## config.mk

```make
export PLATFORM = sky130hd
export DESIGN_NAME = mem_stage
export DESIGN_NICKNAME = d
export VERILOG_FILES = /design/src/rtl/mem_stage.sv
export SDC_FILE = /design/constraint.sdc
export NUM_CORES = 1
export LEC_CHECK = 0
export CORE_AREA = 5 5 121 123
export DETAILED_ROUTE_END_ITERATION = 6
export DIE_AREA = 0 0 126 128
export DONT_BUFFER_PORTS = 1
export PLACE_DENSITY = 0.37
export SYNTH_ARGS = -nofsm -noshare
export SYNTH_HDL_FRONTEND = slang
export SYNTH_SLANG_ARGS = --single-unit
```

## constraint.sdc

```tcl
create_clock -name clk -period 2.51 [get_ports clk]
set_input_delay 0.753 -clock clk [delete_from_list [all_inputs] [get_ports clk]]
set_output_delay 0.753 -clock clk [all_outputs]
set_load 0.01 [all_outputs]
```

## src/rtl/mem_stage.sv

```systemverilog
// MEM stage: drives the data-memory handshake and loads the MEM/WB register.
// Latency: MEM/WB captures on the next posedge; memory waits add one cycle per dm_ready=0 cycle.
// Backpressure: oStall holds the upstream pipeline while a request waits for dm_ready.
//
// Ports:
//   clk, res                 clock, async active-low reset
//   ivalid .. iNextInst      EX/MEM register contents
//   dm_*                     data-memory request / response
//   oStall, oPCSrc, oBranchTarget   pipeline control back to IF/ID/EX
//   ovalid .. oMisalign      MEM/WB register outputs
module mem_stage (
    input  logic        clk,
    input  logic        res,
    input  logic        ivalid,
    input  logic [31:0] iMemAdd,
    input  logic [31:0] iMemData,
    input  logic [4:0]  iRegDest,
    input  logic        iRegWrite,
    input  logic        iMemtoReg,
    input  logic        iMemRead,
    input  logic        iMemWrite,
    input  logic        ibranch,
    input  logic        izero,
    input  logic [31:0] iNextInst,
    output logic        dm_req,
    output logic        dm_we,
    output logic [31:0] dm_addr,
    output logic [31:0] dm_wdata,
    input  logic        dm_ready,
    input  logic [31:0] dm_rdata,
    output logic        oStall,
    output logic        oPCSrc,
    output logic [31:0] oBranchTarget,
    output logic        ovalid,
    output logic        oRegWrite,
    output logic        oMemtoReg,
    output logic [4:0]  oRegDest,
    output logic [31:0] oReadData,
    output logic [31:0] oAluResult,
    output logic        oMisalign
);

    typedef enum logic {
        S_IDLE   = 1'b0,
        S_ACCESS = 1'b1
    } state_t;

    state_t      r_state;
    logic        r_valid;
    logic        r_regwrite;
    logic        r_memtoreg;
    logic [4:0]  r_regdest;
    logic [31:0] r_readdata;
    logic [31:0] r_aluresult;
    logic        r_misalign;

    logic w_memop;
    logic w_aligned;
    logic w_req;
    logic w_stall;
    logic w_done;

    assign w_memop   = ivalid & (iMemRead | iMemWrite);
    assign w_aligned = (iMemAdd[1:0] == 2'b00);
    // Gating with res makes the request drop the instant reset asserts,
    // even if the EX/MEM slot still presents the same memop.
    assign w_req     = res & ((r_state == S_ACCESS) | (w_memop & w_aligned));
    assign w_stall   = w_req & ~dm_ready;
    assign w_done    = w_req & dm_ready;

    // Address/data/direction come straight from EX/MEM, which the stall keeps stable.
    assign dm_req        = w_req;
    assign dm_we         = iMemWrite;
    assign dm_addr       = iMemAdd;
    assign dm_wdata      = iMemData;
    assign oStall        = w_stall;
    assign oPCSrc        = ivalid & ibranch & izero & ~w_stall;
    assign oBranchTarget = iNextInst;

    assign ovalid     = r_valid;
    assign oRegWrite  = r_regwrite;
    assign oMemtoReg  = r_memtoreg;
    assign oRegDest   = r_regdest;
    assign oReadData  = r_readdata;
    assign oAluResult = r_aluresult;
    assign oMisalign  = r_misalign;

    always_ff @(posedge clk or negedge res) begin
        if (!res) begin
            r_state     <= S_IDLE;
            r_valid     <= 1'b0;
            r_regwrite  <= 1'b0;
            r_memtoreg  <= 1'b0;
            r_regdest   <= 5'd0;
            r_readdata  <= 32'd0;
            r_aluresult <= 32'd0;
            r_misalign  <= 1'b0;
        end else begin
            case (r_state)
                // A zero-wait access (dm_ready already high) never leaves IDLE.
                S_IDLE:   if (w_memop && w_aligned && !dm_ready) r_state <= S_ACCESS;
                S_ACCESS: if (dm_ready) r_state <= S_IDLE;
                default:  r_state <= S_IDLE;
            endcase

            if (w_stall) begin
                // Bubble into WB while the access is outstanding; other fields hold.
                r_valid    <= 1'b0;
                r_regwrite <= 1'b0;
                r_misalign <= 1'b0;
            end else begin
                r_valid     <= ivalid;
                // Stores and dropped (misaligned) accesses never write the register file.
                r_regwrite  <= iRegWrite & ~(w_memop & (iMemWrite | ~w_aligned));
                r_memtoreg  <= iMemtoReg;
                r_regdest   <= iRegDest;
                r_aluresult <= iMemAdd;
                if (w_done && !iMemWrite) r_readdata <= dm_rdata;
                r_misalign  <= w_memop & ~w_aligned;
            end
        end
    end

endmodule

```

After elaboration in Yosys (flattened, before gate mapping)
Index checks and enable logic that the tools add are counted.

Mux-type cells: 6. Bitwise logic cells: 19. Reductions and logical operators: 7.

Operators by type and width (number): bitwise AND 1 bit (11); 2-to-1 mux 1 bit (5); NOT 1 bit (5); logical AND 1 bit (3); bitwise OR 1 bit (3); zero test 1 bit (2); zero test 2 bit (1); case mux 1 bit (2 select lines) (1); AND reduction 2 bit (1).

Register bits: 74. Input port bits: 143.

Longest topological paths before layout
Depth in word-level cells: 8. Depth in mapped cells: 6. Mapped depth without buffers: 4.

Worst setup path after synthesis
OpenSTA, ideal clock, no wires.

Path type: in2out. From: in dm_ready. To: out oStall. Data arrival time: 1.573 ns. Path slack: 0.184 ns. Stages: 5. Buffers on the path: 2. Cells stage by stage: nor4b_1 > a21oi_2 > inv_2 > buf_6 > buf_12.

Cells in the longest elaborated chain, start to end: 2.

Ends and longest elaborated chain: start, declared (line 29) `input logic dm_ready,`; NOT 1 bit (line 68) `assign w_stall = w_req & ~dm_ready;`; bitwise AND 1 bit (line 68); end, declared (line 31) `output logic oStall,`.

Every way passes these cells.

Worst setup path in the final report
From: in dm_ready. To: out oPCSrc.

Cells in the longest elaborated chain, start to end: 4.

Ends and longest elaborated chain: NOT 1 bit (line 68); bitwise AND 1 bit (line 68); NOT 1 bit (no line); bitwise AND 1 bit (line 77) `assign oPCSrc = ivalid & ibranch & izero & ~w_stall;`; end, declared (line 32) `output logic oPCSrc,`.

Every way passes these cells.

==> results.txt <==
----------------------------------------------------
[Synth]
  Seq/Total Area, Yosys ... 51.4%
  Biggest area contributors in the synthesized netlist ... dfrtp_1, buf_4, mux2_2
  Largest area contributor in the synthesized netlist ... dfrtp_1
  Mapped Avg Cell Area ... 13.5 um^2
  Top cell type's share of synthesized area ... 51.4%
  Cell area after technology mapping ... 3600 um^2
  Post-synthesis cell count ... 267
  Post-synthesis net count ... 410
  Cell variety after synth ... 23
  Synthesis-stage register bit count ... 74
  Warnings from Yosys ... 0

[Timing]
  Count of final max-slew check failures ... 0
  Achievable frequency ... 435 MHz
  Maximum clock skew at final layout ... 3.95 ps
  RSZ-0062 raised after global routing ... false
  Ratio of final minimum period to clock period ... 91.6%
  Number of hold violations in the final report ... 0
  Setup-failing EPs final ... 0
  Sum of negative setup slack ... 0 ps
  Worst slew margin ... 76.0%
  Pin slew with the least headroom to its limit ... 355 ps
  Final period demand of the worst path ... 2300 ps

[Global route]
  Grt ovf ... 0
  Global-route wire length before repair ... 11100 um
  Global-route usage over all layers ... 9.36%
  Number of global-route vias before repair ... 1767
  Pin count of the biggest net entering global routing ... 80
  Number of antenna violations at the first check in global routing ... 0

[Setup path]
  Largest fanout of any net on the critical path ... 5
  Standard cell with the maximum stage delay on the critical path ... nor4b_1
  Worst Reg2Reg Path Length in Cells ... 5
  Nature of the critical path endpoint ... output pin
  R2r startpoint ... r_state
  Worst Setup Start Kind ... primary input
  Worst path arrival time ... 1550 ps
  Setup crit start ... dm_ready
  R2R setup slack ... 890 ps
  Maximum single-stage delay on the critical path ... 370 ps
  Reg2Reg Capture Point ... oAluResult[3]
  Worst Setup EP ... oPCSrc
  Class of the most critical setup path ... in -> out
  Cells along the critical path ... nor4b_1, a21oi_2, and4_1
  Crit path max-delay family ... simple AND/OR/NAND/NOR gates
  Total stage count of the critical path ... 3
  Required time at the endpoint of the critical path ... 1760 ps
  Critical path buffer and inverter count ... 0

[Power]
  Sw power ... 735 uW
  Total chip power ... 3040 uW
  Logic gate share of total power ... 6.6%
  Proportion of power drawn by the clock network ... 41.2%
  Cell leakage power ... 0.00141 uW
  Worst-case vdd ir drop ... 0.000389 V
  Power Dens Cells ... 905 nW/um^2
  Part of the power in registers ... 52.2%
  Switching Fraction ... 24.2%
  Power Internal ... 2310 uW

[Clocking]
  Buffer type at the clock tree root ... clkbuf_16
  Num CTS Buffers ... 9
  Max Buffers Root-to-Sink ... 2
  Total of cells resized after clock tree synthesis ... 0
  Total number of clock tree sinks ... 74
  Clock latency reported for the late side of the worst-skew pair ... 340 ps
  Post-CTS Hold Buffers ... 0
  CTS tree ... done
  Setup bufs post-CTS ... 0
  Clock edge transition at the registers on the reported setup and hold paths ... 60 ps
  H-tree levels ... 3

[Floorplanning]
  Die height ... 128 um
  Core area ... 13600 um^2
  Num ports ... 316
  Placement row count ... 43
  Effective utilization at floorplan ... 26.6%
  Die span in x ... 126 um
  Die Footprint ... 16100 um^2

[Placement]
  Placer Congestion ... 0.677
  Detailed placement HPWL ... 5610 um
  # port buffers ... 0

[Cells and area]
  Number of nets at the end of the flow ... 320
  Synthesis-to-layout area growth ... -6.64%
  Share of post-route cells with drive strength above 1 ... 49.2%
  Ant. Diodes ... 0

[Detailed routing]
  Number of search-and-repair iterations in the first detailed-routing pass ... 4
  DRC ... 0
  Avg WL per Cell ... 21.2 um
  Post-Route WL ... 7640 um
  Ratio of routed vias to standard cells ... 4.34
  Total number of vias ... 1567
  Antenna violation net count after detailed routing ... 0
  Number of design-rule violations left by the first detailed-router iteration ... 37

[Hold path]
  Min-Delay Path Class ... in -> async

[Run]
  Count of max-cap constraint violations ... 0

[Outcome]
  Status ... finished, final reports clean

----------------------------------------------------
sequential cells by signal, indices dropped and copies added, names as in the netlist:
signal      flops
oAluResult     32
oMisalign       1
ovalid          1
oRegWrite       1
r_state         1
oReadData      32
oRegDest        5
oMemtoReg       1
cell type report:
type	instances	area (um^2)
fill	1434	10200
clock buffer	12	246
tap	180	225
clock inverter	3	40.0
sequential	74	1850
multi-input combinational	88	960
inverter	1	3.75
timing repair buffer	3	35.0
routing by layer:
layer / up-vias / GRT usage (%) / share of wire (%)
li1: 617 / - / -
met2: 128 / 14.5 / 50
met4: 0 / 5.87 / 4.1
met1: 779 / 9.02 / 32
met3: 43 / 6.67 / 14
met5: - / 0 / 0
power by group through the flow:
stage / clock [uW] / sequential, uW / combinational, uW
global route: 1370 / 1610 / 225
global placement: 0 / 1620 / 200
floorplan: 0 / 1560 / 347
CTS: 1320 / 1600 / 206
detailed placement: 0 / 1610 / 208
finish: 1250 / 1590 / 202
cells in the mapped netlist:
| cell type | n |
|---|---|
| dfrtp_1 | 74 |
| nor2_1 | 2 |
| nand4bb_1 | 1 |
| nor4b_1 | 1 |
| mux2_2 | 61 |
| and3b_1 | 1 |
| nand3b_1 | 1 |
| and4_1 | 1 |
| inv_2 | 1 |
| a21oi_2 | 1 |
| nor3b_1 | 1 |
| buf_4 | 102 |
| and3_1 | 1 |
| o21ai_0 | 1 |
| buf_12 | 1 |
| o21a_1 | 2 |
| a21oi_1 | 1 |
| and2_1 | 1 |
| mux2_4 | 9 |
| buf_6 | 1 |
| nor2b_1 | 1 |
| o21ai_1 | 1 |
| nand4b_1 | 1 |
worst min-delay path by stage:
stage,startpoint,to,slack [ps],cells past startpoint
after floorplan,res,oAluResult[0],460,0
after global placement,res,oAluResult[20],460,0
after detailed placement,res,oAluResult[20],460,0
after CTS,res,oAluResult[13],90,0
after global routing,res,oAluResult[16],80,0
final,res,oAluResult[13],110,0
layout by cell type, fill, tap and decap left out, drive strengths merged:
master	Yosys	layout
and2	1	1
clkbuf	0	12
clkinv	0	2
nor3b	1	1
buf	104	3
mux2	70	70
nor2	2	2
inv	1	1
and4	1	1
a21oi	2	2
and3b	1	1
nand4bb	1	1
nand4b	1	1
o21ai	2	2
nand3b	1	1
o21a	2	2
nor2b	1	1
bufinv	0	1
and3	1	1
nor4b	1	1
dfrtp	74	74
cell families (layout without fill, tap and decap cells):
kind of cell	Yosys count	in the layout	share of synthesized area [%]
buffers and inverters	105	19	22.2
multiplexers	70	70	22.8
flip-flops	74	74	51.4
AND/OR/NAND/NOR	12	12	2.43
AO/OA/AOI/OAI	6	6	1.08
per-stage QoR:
stage	cells	hold WS, ps	worst slack (ps)	cell area (um^2)	util (%)
6_report	361	108	210	3360	24.8
5_1_grt	361	79.1	182	3360	24.8
4_1_cts	361	85.8	210	3360	24.8
3_5_place_dp	346	460	213	3080	22.7
3_3_place_gp	346	460	193	3080	22.7
2_1_floorplan	267	457	184	3600	-
No activity file was read; power rests on OpenSTA's default activity.
